File: src/rtl/home_sec_pkg.sv
// -----------------------------------------------------------------------------
// home_sec_pkg
// Shared types for the home security block: the alarm sequencer state codes
// and the zone codes latched into the sequencer's cause register.
// No ports (package).
// -----------------------------------------------------------------------------
package home_sec_pkg;

    // Sequencer state codes; 3'd6 and 3'd7 are unused and recover to DISARMED.
    typedef enum logic [2:0] {
        ST_DISARMED  = 3'd0,
        ST_EXIT_DLY  = 3'd1,
        ST_ARMED     = 3'd2,
        ST_ENTRY_DLY = 3'd3,
        ST_ALARM     = 3'd4,
        ST_FIRE      = 3'd5
    } state_e;

    // Zone that caused the current alarm condition.
    typedef enum logic [2:0] {
        ZONE_NONE   = 3'd0,
        ZONE_DOOR   = 3'd1,
        ZONE_WINDOW = 3'd2,
        ZONE_GARAGE = 3'd3,
        ZONE_FIRE   = 3'd4
    } zone_e;

endpackage

File: src/rtl/sec_delay_timer.sv
// -----------------------------------------------------------------------------
// sec_delay_timer
// Down-counter used by the alarm sequencer for exit delay, entry delay and
// siren duration. Loading value V gives exactly V+1 cycles until done is seen
// at the following state decision, so the caller loads CYCLES-1.
// Ports:
//   clock  in         system clock, rising edge
//   reset  in         asynchronous, active-high; count returns to 0
//   load   in         load 'value' into the counter this cycle
//   value  in  CNT_W  count to load
//   done   out        count is zero
// -----------------------------------------------------------------------------
module sec_delay_timer #(
    parameter int CNT_W = 8
) (
    input  logic             clock,
    input  logic             reset,
    input  logic             load,
    input  logic [CNT_W-1:0] value,
    output logic             done
);

    logic [CNT_W-1:0] count_q, count_d;

    // NOTE: every variable assigned in always_comb gets a value on every path,
    // otherwise synthesis infers a latch.
    always_comb begin
        count_d = count_q;
        if (load) begin
            count_d = value;
        end else if (count_q != '0) begin
            count_d = count_q - 1'b1;
        end
    end

    // NOTE: sequential state uses non-blocking assignments so every flop
    // samples the pre-edge values regardless of statement order.
    always_ff @(posedge clock or posedge reset) begin
        if (reset) begin
            count_q <= '0;
        end else begin
            count_q <= count_d;
        end
    end

    assign done = (count_q == '0);

endmodule

File: src/rtl/alarm_sequencer.sv
// -----------------------------------------------------------------------------
// alarm_sequencer
// Arm/disarm controller for the home security block: exit delay, armed watch,
// entry delay, timed intrusion siren and latched fire alarm. All outputs are
// registered and reflect the inputs sampled at the previous rising edge.
// Optional feature macro: ALARM_SEQ_CHIME_EN (door chime in DISARMED).
// Ports:
//   clock       in      system clock, rising edge
//   reset       in      asynchronous, active-high
//   arm_req     in      1-cycle pulse: request arming
//   disarm_req  in      1-cycle pulse: valid user code entered
//   door        in      raw door sensor level
//   window      in      raw window sensor level
//   garage      in      raw garage sensor level
//   fire        in      raw fire sensor level
//   flag        out     1 = intrusion alarms masked in the sensor modules
//   armed       out     1 in ARMED, ENTRY_DLY, ALARM
//   siren       out     1 in ALARM and FIRE
//   state       out 3   current state code
//   cause       out 3   latched zone code
//   chime       out     door chime pulse (0 unless ALARM_SEQ_CHIME_EN)
// -----------------------------------------------------------------------------
module alarm_sequencer #(
    parameter int EXIT_CYCLES  = 16,
    parameter int ENTRY_CYCLES = 8,
    parameter int SIREN_CYCLES = 32,
    parameter int CNT_W        = 8
) (
    input  logic       clock,
    input  logic       reset,
    input  logic       arm_req,
    input  logic       disarm_req,
    input  logic       door,
    input  logic       window,
    input  logic       garage,
    input  logic       fire,
    output logic       flag,
    output logic       armed,
    output logic       siren,
    output logic [2:0] state,
    output logic [2:0] cause,
    output logic       chime
);

    import home_sec_pkg::*;

    localparam logic [CNT_W-1:0] EXIT_LOAD  = CNT_W'(EXIT_CYCLES - 1);
    localparam logic [CNT_W-1:0] ENTRY_LOAD = CNT_W'(ENTRY_CYCLES - 1);
    localparam logic [CNT_W-1:0] SIREN_LOAD = CNT_W'(SIREN_CYCLES - 1);

    state_e           state_q, state_d;
    zone_e            cause_q, cause_d;
    logic             flag_q, flag_d;
    logic             armed_q, armed_d;
    logic             siren_q, siren_d;
    logic             timer_load;
    logic [CNT_W-1:0] timer_value;
    logic             timer_done;

    sec_delay_timer #(
        .CNT_W (CNT_W)
    ) u_timer (
        .clock (clock),
        .reset (reset),
        .load  (timer_load),
        .value (timer_value),
        .done  (timer_done)
    );

    // Next-state logic. Fire overrides everything; otherwise disarm_req wins
    // over arm_req and over any intrusion zone seen in the same cycle.
    always_comb begin
        state_d     = state_q;
        cause_d     = cause_q;
        timer_load  = 1'b0;
        timer_value = '0;

        if (fire) begin
            state_d = ST_FIRE;
            cause_d = ZONE_FIRE;
        end else begin
            case (state_q)
                ST_DISARMED: begin
                    if (arm_req && !disarm_req) begin
                        state_d     = ST_EXIT_DLY;
                        timer_load  = 1'b1;
                        timer_value = EXIT_LOAD;
                    end
                end
                ST_EXIT_DLY: begin
                    if (disarm_req)      state_d = ST_DISARMED;
                    else if (timer_done) state_d = ST_ARMED;
                end
                ST_ARMED, ST_ENTRY_DLY: begin
                    // Window beats garage beats door; door only opens the
                    // entry delay from ARMED.
                    if (disarm_req) begin
                        state_d = ST_DISARMED;
                    end else if (window) begin
                        state_d     = ST_ALARM;
                        cause_d     = ZONE_WINDOW;
                        timer_load  = 1'b1;
                        timer_value = SIREN_LOAD;
                    end else if (garage) begin
                        state_d     = ST_ALARM;
                        cause_d     = ZONE_GARAGE;
                        timer_load  = 1'b1;
                        timer_value = SIREN_LOAD;
                    end else if (state_q == ST_ARMED) begin
                        if (door) begin
                            state_d     = ST_ENTRY_DLY;
                            cause_d     = ZONE_DOOR;
                            timer_load  = 1'b1;
                            timer_value = ENTRY_LOAD;
                        end
                    end else if (timer_done) begin
                        // Entry delay expired without a disarm; cause stays door.
                        state_d     = ST_ALARM;
                        timer_load  = 1'b1;
                        timer_value = SIREN_LOAD;
                    end
                end
                ST_ALARM: begin
                    if (disarm_req)      state_d = ST_DISARMED;
                    else if (timer_done) state_d = ST_ARMED;
                end
                ST_FIRE: begin
                    // Only reached with fire low, so disarm may release it.
                    if (disarm_req) state_d = ST_DISARMED;
                end
                default: state_d = ST_DISARMED;
            endcase
        end

        if (state_d == ST_DISARMED) begin
            cause_d = ZONE_NONE;
        end

        // Outputs decoded from the next state so they register alongside it.
        flag_d  = (state_d == ST_DISARMED) || (state_d == ST_EXIT_DLY);
        armed_d = (state_d == ST_ARMED) || (state_d == ST_ENTRY_DLY) ||
                  (state_d == ST_ALARM);
        siren_d = (state_d == ST_ALARM) || (state_d == ST_FIRE);
    end

    // NOTE: asynchronous reset clears the FSM and outputs immediately, so a
    // reset mid-siren silences it without waiting for a clock edge.
    always_ff @(posedge clock or posedge reset) begin
        if (reset) begin
            state_q <= ST_DISARMED;
            cause_q <= ZONE_NONE;
            flag_q  <= 1'b1;
            armed_q <= 1'b0;
            siren_q <= 1'b0;
        end else begin
            state_q <= state_d;
            cause_q <= cause_d;
            flag_q  <= flag_d;
            armed_q <= armed_d;
            siren_q <= siren_d;
        end
    end

    assign state = state_q;
    assign cause = cause_q;
    assign flag  = flag_q;
    assign armed = armed_q;
    assign siren = siren_q;

`ifdef ALARM_SEQ_CHIME_EN
    // Door rising-edge detector; chime only while disarmed.
    logic door_q;
    logic chime_q, chime_d;

    always_comb begin
        chime_d = (state_q == ST_DISARMED) && door && !door_q;
    end

    always_ff @(posedge clock or posedge reset) begin
        if (reset) begin
            door_q  <= 1'b0;
            chime_q <= 1'b0;
        end else begin
            door_q  <= door;
            chime_q <= chime_d;
        end
    end

    assign chime = chime_q;
`else
    assign chime = 1'b0;
`endif

endmodule

File: config.mk
export PLATFORM = sky130hd
export DESIGN_NAME = alarm_sequencer
export DESIGN_NICKNAME = d
export VERILOG_FILES = /design/src/rtl/home_sec_pkg.sv /design/src/rtl/sec_delay_timer.sv /design/src/rtl/alarm_sequencer.sv
export SDC_FILE = /design/constraint.sdc
export NUM_CORES = 1
export LEC_CHECK = 0
export ABC_AREA = 1
export BUFFER_PORTS_ARGS = -buffer_cell sky130_fd_sc_hd__clkbuf_2
export CAP_MARGIN = 20
export CORE_ASPECT_RATIO = 0.6
export CORE_MARGIN = 2
export CORE_UTILIZATION = 45
export CTS_CLUSTER_SIZE = 28
export DETAILED_ROUTE_END_ITERATION = 10
export PLACE_DENSITY = 0.65
export SLEW_MARGIN = 20
export SYNTH_ARGS = -nofsm -noshare
export SYNTH_HDL_FRONTEND = slang
export SYNTH_HIERARCHICAL = 1
export SYNTH_SLANG_ARGS = --single-unit
File: constraint.sdc
create_clock -name clock -period 4.1 [get_ports clock]
set_input_delay 0.41 -clock clock [delete_from_list [all_inputs] [get_ports clock]]
set_output_delay 0.41 -clock clock [all_outputs]
set_load 0.02 [all_outputs]
Word-level counts from Yosys, hierarchy flattened
Cells that the tools add are included.
{"block": "totals", "regBits": 17, "latchBits": 0, "mem_bits_rw": 0, "mem_bits_ro": 0, "output_inout_bits": 10, "memories": 0}
{"block": "op_classes", "n_addsub": 1, "multipliers": 0, "div_mod_pow": 0, "order_cmp": 0, "n_eq_ne": 11, "shift": 0, "muxes": 40, "n_bitwise": 0, "reduce_logical": 17}
{"op": "3-bit two-way mux", "count": 20}
{"op": "8-bit two-way mux", "count": 7}
{"op": "8-bit case mux with 2 select lines", "count": 1}
{"op": "3-bit by 2-bit equality test with 1-bit output, second input constant", "count": 4}
{"op": "3-bit equality test, second input constant", "count": 4}
{"op": "3-bit case mux with 4 select lines", "count": 1}
{"op": "5-bit nonzero test", "count": 2}
{"op": "8-bit zero test", "count": 1}
{"op": "1-bit two-way mux", "count": 8}
{"op": "8-bit nonzero test", "count": 1}
{"op": "8-bit by 1-bit subtractor with 8-bit output, second input constant", "count": 1}
{"op": "3-bit by 1-bit equality test with 1-bit output, second input constant", "count": 2}
{"op": "3-bit zero test", "count": 2}
{"op": "5-bit two-way mux", "count": 1}
{"op": "1-bit logical OR", "count": 4}
{"op": "4-bit two-way mux", "count": 1}
{"op": "4-bit AND reduction", "count": 1}
{"op": "2-bit OR reduction", "count": 2}
{"op": "3-bit by 1-bit != test with 1-bit output, second input constant", "count": 1}
{"op": "3-bit nonzero test", "count": 1}
{"op": "1-bit case mux with 2 select lines", "count": 1}
{"op": "2-bit nonzero test", "count": 1}
{"op": "1-bit logical AND", "count": 1}
{"op": "1-bit zero test", "count": 1}

Logic depth before layout (Yosys ltp)
{"block": "depth", "word_depth": 11, "mapped_depth": 14}

By module
The synthesis kept the hierarchy.
{"module": "alarm_sequencer", "instances": 1, "cells_per_inst": 76, "area_each_um2": 563.0}
{"module": "sec_delay_timer", "instances": 1, "cells_per_inst": 71, "area_each_um2": 530.5}

Worst setup path before layout
Ideal clock, no wire load.
{"block": "synth_path", "path_type": "reg2reg", "start": "register u_timer.count_q[0]", "end": "register u_timer.count_q[1]", "t_arrival_ns": 1.992, "required_time_ns": 3.983, "path_slack_ns": 1.991, "path_stages_with_launch": 14, "path_buffers": 1, "cell_sequence": "dfrtp_1 > inv_1 > ha_1 > nand2_4 > nor2_8 > nand2_2 > nand2_2 > nand3b_4 > o21ai_2 > o21bai_1 > buf_4 > o21ai_0 > nand2_1 > o21ai_2"}
{"block": "synth_between", "elab_chain_len": 9, "word_cells_on_any_way": 20, "cone_classes": "add/sub: 1; mux: 16; reduce/logical: 3"}
{"element": "start: declaration", "line_no": "sec_delay_timer.sv:23", "text": "logic [CNT_W-1:0] count_q, count_d;"}
{"element": "start signal: assignment", "line_no": "sec_delay_timer.sv:42", "text": "count_q <= count_d;"}
{"element": "8-bit zero test *", "line_no": "sec_delay_timer.sv:46", "text": "assign done = (count_q == '0);"}
{"element": "named net timer_done", "line_no": "alarm_sequencer.sv:58", "text": "logic timer_done;"}
{"element": "1-bit two-way mux *", "line_no": "alarm_sequencer.sv:116", "text": "end else if (timer_done) begin"}
{"element": "1-bit two-way mux *", "line_no": "alarm_sequencer.sv:109", "text": "end else if (state_q == ST_ARMED) begin"}
{"element": "1-bit two-way mux *", "line_no": "alarm_sequencer.sv:104", "text": "end else if (garage) begin"}
{"element": "1-bit two-way mux *", "line_no": "alarm_sequencer.sv:99", "text": "end else if (window) begin"}
{"element": "1-bit two-way mux *", "line_no": "alarm_sequencer.sv:97", "text": "if (disarm_req) begin"}
{"element": "1-bit case mux with 2 select lines *", "line_no": "alarm_sequencer.sv:82", "text": "case (state_q)"}
{"element": "1-bit two-way mux *", "line_no": "alarm_sequencer.sv:78", "text": "if (fire) begin"}
{"element": "named net timer_load", "line_no": "alarm_sequencer.sv:56", "text": "logic timer_load;"}
{"element": "8-bit two-way mux or 2-bit nonzero test (tied branches)"}
Mark *: on every way through the listed nets, which the timed path passes. The rest lies on a longest branch. The select of a mux whose other input is x is not followed.
A chain may end at the register's enable or synchronous reset.

Final worst setup path
{"block": "layout_path", "start": "register u_timer.count_q[0]", "end": "register u_timer.count_q[4]"}
Same word-level chain as after synthesis.

==> key figures <==
Drt
  – 1st-iter DRT viols: 114
  – Wire per inst: 12.6 um
  – Drt drc: 0
  – Antenna Violating Nets Remaining: 0
  – Vias: 981
  – Pre-Repair DR Iteration Count: 4
  – Via density per instance: roughly 5
  – Final WL: about 2.5 mm

STA
  – Max Slew Vio Count: 0
  – Tcrit/Tclk final: 56.6%
  – Tightest Pin Transition: about 0.58 ns
  – Final Setup Violations: 0
  – Max_slew headroom: approximately three fifths
  – Hold violation total from the final report: 0
  – Highest clock rate: 0.431 GHz
  – Final worst setup slack: 1.78 ns
  – Setup TNS: 0 ns
  – Final critical-path required period: 2.32 ns
  – RSZ-0062 raised after global routing: false
  – Clock Skew: between 0.006 and 0.007 ns

Flow run
  – Max cap viols: 0

Power and ir drop
  – Register share of total power: 40.4%
  – Switching share of power: 41.8%
  – Logic pwr share: 39.3%
  – Clock power share: 20.3%
  – Peak supply drop: around 340 uV
  – P_leak: 0.679 nW
  – Internal Power: 0.000376 W
  – PwrDens: 513 mW/mm^2
  – Sw power: 0.000270 W

Worst setup path
  – Reg2Reg Depth: 12
  – Reg2reg end: u_timer/count_q[4]
  – Worst Setup Start Kind: flop
  – CP required: 4.24 ns
  – CP Class: flop to flop
  – CP Capture Type: flop
  – CP arrival: 2.46 ns
  – Crit-path max FO: 15
  – Worst r2r src: u_timer/count_q[0]
  – R2R Setup Slk: 1.78 ns

Place
  – I/O Buffers: 16
  – Placed insts: 194
  – Place WS: 1.59 ns
  – Dpl hpwl: 2.01 mm
  – Gpl congestion: 0.867

Clocking
  – CTS tree: done
  – Clock Tree Buf Depth: 2
  – TritonCTS buffer count: 3
  – Clock Root Buffer: clkbuf_8
  – Hold_buf cts: 0
  – Num Clock Sinks: 17
  – CTS HTree Levels: 1
  – Skew-Pair Late Insertion Delay: roughly 0.26 ns
  – Post-CTS sizing: 0
  – Clock Pin Slew Worst Setup and Hold Paths: roughly 0.070 ns
  – Postcts setup bufs: 0

Final layout
  – Layout area overhead: 15.2%
  – Fraction of layout instances using a drive strength above 1: 26.2%
  – Sequential Area: ~430 um^2
  – Area of the multi-input gates: 596 um^2
  – Layout net count: 178
  – N_diodes: 0
  – Cell Count, Final, Fillers Out: slightly below 200
  – Filler cells: about 210
  – Post-layout util: roughly 57%

Die
  – Die footprint: 0.00285 mm^2
  – Row cnt: 13
  – Die width: 67.6 um
  – Top Ports: 18
  – Core area: 0.00223 mm^2
  – Initial core utilization: between 40% and 50%
  – Die Y: about 42 um

Synthesis
  – Largest cells by area after synthesis: dfrtp_1 (37%), nand2_1 (16%), inv_1 (5.8%)
  – Sequential cell area fraction in the yosys report: 39.0%
  – Post-synthesis simple-gate area fraction: 41.2%
  – Complex-gate fraction of the synthesized area: 8.81%
  – Post-Synth XOR/XNOR Area: under 10%
  – Flop and latch count out of synthesis: 17
  – Top_reg_cell synth: dfrtp_1
  – Ys async rst share: 100%
  – Cell with the most instances after synthesis: nand2_1
  – Synth Instances: 147
  – Mapped cell area: 0.00109 mm^2
  – Post-synthesis average cell area: 7.44 um^2
  – Adder-Cell Fraction of Synth Area: 1.14%
  – Synth cell count leaders: nand2_1 (48), inv_1 (17), nor2_1 (17), dfrtp_1 (16), nand3_1 (9)
  – Largest area contributor in the netlist: dfrtp_1
  – Mux contribution to synthesized area: 0%
  – EDFF count, synth: 0
  – Post-synth top area share: 36.6%
  – Ys Warns: 6
  – Largest family of logic cells by synthesized area: simple AND/OR/NAND/NOR gates
  – Post-synth cell types: 28

Outcome
  – Status: complete, no violations

GRT
  – Global route total overflow: 0
  – Largest net degree at the start of global routing: 16
  – First-pass GRT wire length: 4.09 mm
  – Overall routing resource usage: 20.2%
  – Via count of the first global-routing pass: between 800 and 900
  – Initial antenna violation count: 0

Min path
  – Hold/Removal Path Class: input pin to asynchronous set/reset pin
## metal layers
layer  global-route usage, %  vias to the layer above  wire (um)
met2                    26.7                       34       1040
met3                    6.18                        5        201
li1                        -                      496          -
met1                    30.3                      446       1220
met5                       0                        -          0
met4                    7.76                        0         40
## cell usage in the layout (no fill, tap or decap), types with 4 or more instances in the layout
master / n
conb_1: 4
nor2_1: 17
nand2_1: 48
nand2_2: 6
nand3_1: 9
inv_1: 17
dfrtp_1: 16
clkbuf_2: 16
## worst max-delay path by stage
stage                             startpoint                  to  slack (ns)  cells after the start
after global routing      u_timer/count_q[0]  u_timer/count_q[4]        1.57                     12
after CTS                 u_timer/count_q[0]  u_timer/count_q[4]        1.55                     12
after detailed placement  u_timer/count_q[0]  u_timer/count_q[4]        1.59                     12
after global placement    u_timer/count_q[0]  u_timer/count_q[4]        1.72                     12
final                     u_timer/count_q[0]  u_timer/count_q[4]        1.78                     12
after floorplan           u_timer/count_q[0]  u_timer/count_q[1]        1.99                     13
## power by group through the flow
| stage | logic [W] | registers, W | clock network [W] |
|---|---|---|---|
| global route | 0.000287 | 0.000268 | 0.000143 |
| detailed placement | 0.000252 | 0.000261 | 0 |
| finish | 0.000254 | 0.000261 | 0.000131 |
| global placement | 0.000242 | 0.000260 | 0 |
| floorplan | 0.000198 | 0.000258 | 0 |
| CTS | 0.000252 | 0.000260 | 0.000136 |
## logic make-up after synthesis
family	after synthesis
simple gates	91
flops	17
buf+inv	21
other cells	1
xor+xnor	2
fa+ha+maj	1
compound gates	14
## critical path: stages (launching register included)
cell and delay (ns):
dfrtp_1 0.38, inv_1 0.11, ha_1 0.29, nand2_4 0.11, nor2_8 0.18, nand2_2 0.08
nand2_2 0.07, nand3b_4 0.10, o21ai_2 0.14, o21bai_2 0.29, inv_1 0.20, nand3_1 0.16
nand3_1 0.09
## cell type report
cell class | instances | share of cell area [%]
clock buffer | 3 | 3.28
tap | 30 | 2.98
timing repair buffer | 16 | 6.36
inverter | 19 | 5.66
clock inverter | 1 | 0.596
sequential | 17 | 33.9
multi-input combinational | 112 | 47.3
## registers in the layout (all words and copies together) (netlist names)
register	cells
armed	1
cause	3
flag	1
siren	1
state	3
u_timer/count_q	8
## stage by stage
stage               total power (W)  instance area, um^2  hold WS [ns]
finish                     0.000647                 1260        0.0834
global route               0.000697                 1260         0.112
CTS                        0.000647                 1260        0.0901
detailed placement         0.000514                 1210         0.376
global placement           0.000502                 1210         0.375
floorplan                  0.000456                 1100         0.226
No activity file was read; power rests on OpenSTA's default activity.
